===== src/rtl/sseg_scan_driver.sv =====
// Time-multiplexed seven-segment driver: double-buffered BCD word, frame-aligned updates,
// leading-zero blanking and per-digit decimal points. Define SSEG_HEX_EN to show 10..15 as hex glyphs.
module sseg_scan_driver #(
  parameter int NUM_DIGITS  = 4,
  parameter int REFRESH_DIV = 50000,
  parameter int ACTIVE_LOW  = 1
) (
  input  logic                    clk,
  input  logic                    rst_n,
  input  logic [4*NUM_DIGITS-1:0] data,
  input  logic [NUM_DIGITS-1:0]   dp_mask,
  input  logic                    load,
  input  logic                    blank_lz,
  output logic [7:0]              sseg,
  output logic [NUM_DIGITS-1:0]   an,
  output logic                    frame_done
);

  localparam int PRE_W = (REFRESH_DIV > 2) ? $clog2(REFRESH_DIV) : 1;
  localparam int IDX_W = (NUM_DIGITS > 1) ? $clog2(NUM_DIGITS) : 1;
  localparam int DW    = 4 * NUM_DIGITS;

  localparam logic [PRE_W-1:0]      PRE_LAST = PRE_W'(REFRESH_DIV - 1);
  localparam logic [IDX_W-1:0]      IDX_LAST = IDX_W'(NUM_DIGITS - 1);
  localparam logic [7:0]            SEG_OFF  = (ACTIVE_LOW != 0) ? 8'hFF : 8'h00;
  localparam logic [NUM_DIGITS-1:0] AN_OFF   = {NUM_DIGITS{ACTIVE_LOW != 0}};

  logic [PRE_W-1:0]      presc;
  logic [IDX_W-1:0]      idx;
  logic [DW-1:0]         pend_data, shad_data;
  logic [NUM_DIGITS-1:0] pend_dp, shad_dp;
  logic                  wrap, boundary;

  // Active-low glyph for one digit, decimal point off.
  function automatic logic [7:0] seg_decode(input logic [3:0] v);
    logic [7:0] s;
    case (v)
      4'd0:    s = 8'hC0;
      4'd1:    s = 8'hF9;
      4'd2:    s = 8'hA4;
      4'd3:    s = 8'hB0;
      4'd4:    s = 8'h99;
      4'd5:    s = 8'h92;
      4'd6:    s = 8'h82;
      4'd7:    s = 8'hF8;
      4'd8:    s = 8'h80;
      4'd9:    s = 8'h90;
`ifdef SSEG_HEX_EN
      4'd10:   s = 8'h88;
      4'd11:   s = 8'h83;
      4'd12:   s = 8'hC6;
      4'd13:   s = 8'hA1;
      4'd14:   s = 8'h86;
      4'd15:   s = 8'h8E;
`endif
      default: s = 8'hBF;
    endcase
    return s;
  endfunction

  assign wrap       = (presc == PRE_LAST);
  assign boundary   = wrap && (idx == IDX_LAST);
  assign frame_done = boundary;

  always_ff @(posedge clk or negedge rst_n) begin
    if (!rst_n) begin
      presc <= '0;
      idx   <= '0;
    end else begin
      presc <= wrap ? '0 : presc + PRE_W'(1);
      if (wrap) idx <= (idx == IDX_LAST) ? '0 : idx + IDX_W'(1);
    end
  end

  // Shadow only changes at a frame boundary; a coincident load bypasses pending.
  always_ff @(posedge clk or negedge rst_n) begin
    if (!rst_n) begin
      pend_data <= '0;
      pend_dp   <= '0;
      shad_data <= '0;
      shad_dp   <= '0;
    end else begin
      if (load) begin
        pend_data <= data;
        pend_dp   <= dp_mask;
      end
      if (boundary) begin
        shad_data <= load ? data : pend_data;
        shad_dp   <= load ? dp_mask : pend_dp;
      end
    end
  end

  logic [NUM_DIGITS-1:0] blank, an_on, an_p0;
  logic                  above_blank, cur_dp, cur_blank;
  logic [3:0]            cur_digit;
  logic [7:0]            seg_lit, seg_p0;

  // Stage p0: digit select, blanking and decode ahead of the output register.
  always_comb begin
    blank       = '0;
    above_blank = blank_lz;
    for (int k = NUM_DIGITS - 1; k >= 1; k--) begin
      blank[k]    = above_blank && (shad_data[4*k +: 4] == 4'd0) && !shad_dp[k];
      above_blank = blank[k];
    end

    an_on     = '0;
    cur_digit = '0;
    cur_dp    = 1'b0;
    cur_blank = 1'b0;
    for (int k = 0; k < NUM_DIGITS; k++) begin
      if (idx == IDX_W'(k)) begin
        an_on[k]  = 1'b1;
        cur_digit = shad_data[4*k +: 4];
        cur_dp    = shad_dp[k];
        cur_blank = blank[k];
      end
    end

    seg_lit = cur_blank ? 8'hFF : (seg_decode(cur_digit) & {~cur_dp, 7'h7F});
    if (ACTIVE_LOW != 0) begin
      seg_p0 = seg_lit;
      an_p0  = ~an_on;
    end else begin
      seg_p0 = ~seg_lit;
      an_p0  = an_on;
    end
  end

  // Stage p1: registered display outputs.
  always_ff @(posedge clk or negedge rst_n) begin
    if (!rst_n) begin
      sseg <= SEG_OFF;
      an   <= AN_OFF;
    end else begin
      sseg <= seg_p0;
      an   <= an_p0;
    end
  end

endmodule

===== config.mk =====
export PLATFORM = sky130hd
export DESIGN_NAME = sseg_scan_driver
export DESIGN_NICKNAME = d
export VERILOG_FILES = /design/src/rtl/sseg_scan_driver.sv
export SDC_FILE = /design/constraint.sdc
export NUM_CORES = 1
export LEC_CHECK = 0
export ABC_AREA = 1
export CAP_MARGIN = 20
export CORE_MARGIN = 1
export CORE_UTILIZATION = 35
export DETAILED_ROUTE_END_ITERATION = 6
export PLACE_DENSITY = 0.59
export RECOVER_POWER = 100
export SYNTH_ARGS = -nofsm -noshare
export SYNTH_HDL_FRONTEND = slang
export SYNTH_SLANG_ARGS = --single-unit

===== constraint.sdc =====
create_clock -name clk -period 1.7 [get_ports clk]
set_input_delay 0.51 -clock clk [delete_from_list [all_inputs] [get_ports clk]]
set_output_delay 0.51 -clock clk [all_outputs]
set_load 0.005 [all_outputs]

==> results.py <==
metrics = {
    "sta": {
        "slew-limit-headroom": 0.3642,
        "final-max-slew-violation-count": 0,
        "period_minus_slack_ns": 1.912,
        "fin_ws_ns": -0.2121,
        "setup_violations": 8,
        "hold_viol": 0,
        "tns_ns": -0.7464,
        "clock_skew_ns": 0.01025,
        "fin_crit_sh": 1.125,
        "fmax_mhz": 523.0,
        "whs_ns": 0.3999,
        "tightest_slew_ns": 0.9536,
        "rsz0062_at_grt": "yes",
    },
    "cells_and_area": {
        "syn2layout_area_growth_pct": 42.85,
        "n_antenna_cell": 0,
        "regArea_um2": 1767,
        "multi_input_area_um2": 1695,
        "final_common_cell": "nand2_1",
        "drive_gt1_frac": 0.3948,
        "final_nets": 495,
        "layout_common_cells": "nand2_1 (87), dfrtp_1 (58), buf_4 (49)",
        "n_fill_cell": 849,
    },
    "power_and_ir_drop": {
        "power_frac_clock": 0.382,
        "p_comb_frac": 0.055,
        "vdd_drop_max_uv": 400.9,
        "p_int_uw": 2333,
        "power_frac_seq": 0.563,
        "leakagePower_uw": 0.002221,
        "p_switching_uw": 726.2,
        "switching_share": 0.2374,
        "power_density_nw_per_um2": 639.5,
        "finalPower_uw": 3060,
    },
    "yosys": {
        "synth_edf_count": 0,
        "syn_nets": 397,
        "synth_top_area_share": 0.4333,
        "ys_seq_elements": 70,
        "synthSimpleGateAreaFrac": 0.2604,
        "synth_area_leaders": "dfrtp_1 (43%), nand2_1 (12%), dfstp_2 (9.4%)",
        "ys_types": 31,
        "synth_xor_area_frac": 0.02615,
        "syn_avg_cell_area_um2": 9.227,
        "synth_fa_ha_area_frac": 0.03736,
        "ys.flop_type": "dfrtp_1",
        "ys.warnings.count": 0,
        "seq_area_frac_synth": 0.5275,
        "synth_compound_area_frac": 0.02503,
        "syn_area_um2": 3349,
        "synth_top_family_by_area": "simple AND/OR/NAND/NOR gates",
        "async_flop_share": 1.000,
        "synth_cells": 363,
        "post-synth-top-area-cell": "dfrtp_1",
        "synthMuxAreaShare": 0.06724,
    },
    "drt": {
        "drcViolationCount": 0,
        "dr.pass1.iters": 5,
        "ant_nets": 0,
        "wl_per_cell_um": 12.84,
        "via_per_inst": 4.561,
        "routed_wl_um": 7641,
        "drtIter0Drc": 145,
        "vias": 2714,
    },
    "outcome": {
        "violations": "setup timing",
        "status": "complete, but fails checks",
    },
    "global_routing": {
        "antenna_found_initial": 0,
        "grt_overflow_total": 0,
        "grt_pass1_wl_um": 12310,
        "grt_pass1_vias": 2671,
        "track_usage": 0.1603,
        "grt_max_degree": 71,
    },
    "setup_path": {
        "path_cells": "ha_2 -> nand2_2 -> clkinv_2 -> nand2_4 -> nor2_4 -> nand3_2 -> inv_1 -> buf_2",
        "critPathLaunchType": "flop",
        "crit_family": "flip-flops",
        "critPathArrivalTime_ns": 1.40,
        "cp_num_buf_inv": 3,
        "critPathKind": "flop to output pin",
        "slowest_delay_ns": 0.39,
        "critPathCaptureType": "output pin",
        "critPathRequiredTime_ns": 1.19,
        "path_max_fanout": 2,
        "cpMaxStageDelayCell": "dfrtp_1",
    },
    "floorplanning": {
        "die_h_um": 99.83,
        "fp-row-count": 35,
        "ios": 37,
        "core_area_um2": 9240,
        "initial_core_util": 0.3625,
        "die_area_um2": 9965,
        "fp.dieW_um": 99.83,
    },
    "clock_network": {
        "clk_pin_slew_worst_paths_ns": 0.08,
        "ctsRootBufferMaster": "clkbuf_8",
        "clk_latency_ns": 0.35,
        "cts_buffers": 9,
        "cts_tree": "built",
        "h-tree-depth": 3,
        "cts.path.max_buffers": 2,
        "cts_num_sinks": 70,
    },
    "place": {
        "dp_hpwl_um": 5008,
        "place.gp.congestion": 0.8858,
        "io_buffers": 36,
    },
    "flow_run": {
        "cap_viol_max_count": 0,
    },
    "worst_hold_path": {
        "hold_class": "input pin to asynchronous set/reset pin",
    },
}
[cell type report]
cell class                 instances  share of cell area
inverter                          34             0.02903
clock buffer                      10             0.02667
sequential                        70              0.3692
timing repair buffer              96              0.1789
tap                              129             0.03373
multi-input combinational        250              0.3543
clock inverter                     6            0.008107
[final timing paths]
path | end | slack, ns | from | cells after the start
worst max-delay path | frame_done | -0.21 | presc[1] | 8
worst min-delay path | pend_data[15] | 0.40 | rst_n | 2
worst max register to register | sseg[5] | -0.13 | idx[0] | 12
worst min register to register | shad_data[2] | 0.49 | shad_data[2] | 2
max in group asynchronous | shad_data[0] | 0.67 | rst_n | 2
min in group clk | shad_data[2] | 0.49 | shad_data[2] | 2
[power by group through the flow]
| stage | clock network [µW] | logic [µW] | registers [µW] |
|---|---|---|---|
| floorplan | 0 | 69.0 | 1750 |
| CTS | 1200 | 177 | 1720 |
| global placement | 0 | 175 | 1750 |
| finish | 1170 | 168 | 1720 |
| global route | 1270 | 186 | 1730 |
| detailed placement | 0 | 177 | 1750 |
[synth_stat cells, types with 4 or more instances]
cell	count
nand3_1	33
xor2_1	10
o21ai_1	6
buf_2	6
dfstp_2	12
nand2_2	7
nand2_1	104
nor3_1	4
mux2_2	20
inv_1	29
nor2_1	31
dfrtp_1	58
inv_2	4
ha_1	10
a21oi_1	6
[per-stage QoR]
| step | utilization | cell area (µm²) | cells | setup slack (ns) |
|---|---|---|---|---|
| CTS | 0.4999 | 4619 | 591 | -0.2134 |
| global route | 0.5178 | 4785 | 595 | -0.2995 |
| finish | 0.5178 | 4785 | 595 | -0.2121 |
| floorplan | - | 3368 | 363 | 0.0001585 |
| global placement | 0.4569 | 4222 | 566 | -0.2505 |
| detailed placement | 0.4569 | 4222 | 566 | -0.2684 |
[metal layers]
metal,global-route usage,up-vias,part of all wire
li1,-,1355,-
met1,0.2207,1298,0.49
met2,0.2430,48,0.46
met3,0.03621,13,0.035
met4,0.06900,0,0.020
met5,0,-,0
[sequential cells by signal (all words and copies together), names as in the netlist]
signal,cells
shad_data,16
pend_data,16
pend_dp,4
sseg,8
idx,2
shad_dp,4
an,4
presc,16
[kinds of logic (layout without fill, tap and decap cells)]
| group | Yosys count | after routing |
|---|---|---|
| AOI/OAI and AO/OA | 16 | 16 |
| xor gates and xnor gates | 10 | 10 |
| adders and majority gates | 10 | 10 |
| buffers and inverters | 43 | 146 |
| DFF | 70 | 70 |
| muxes | 20 | 20 |
| and+or+nand+nor | 194 | 194 |
[what timing repair did]
| item | 4_1_cts | 5_1_grt |
|---|---|---|
| cloned | 0 | 1 |
| buffers inserted | 9 | 3 |
| gates resized for setup | 58 | 34 |
| pin swaps | 18 | 23 |
| hold buffers | 0 | 0 |
| setup endpoints to repair | 20 | 26 |
Power figures use the tool's default switching activity.
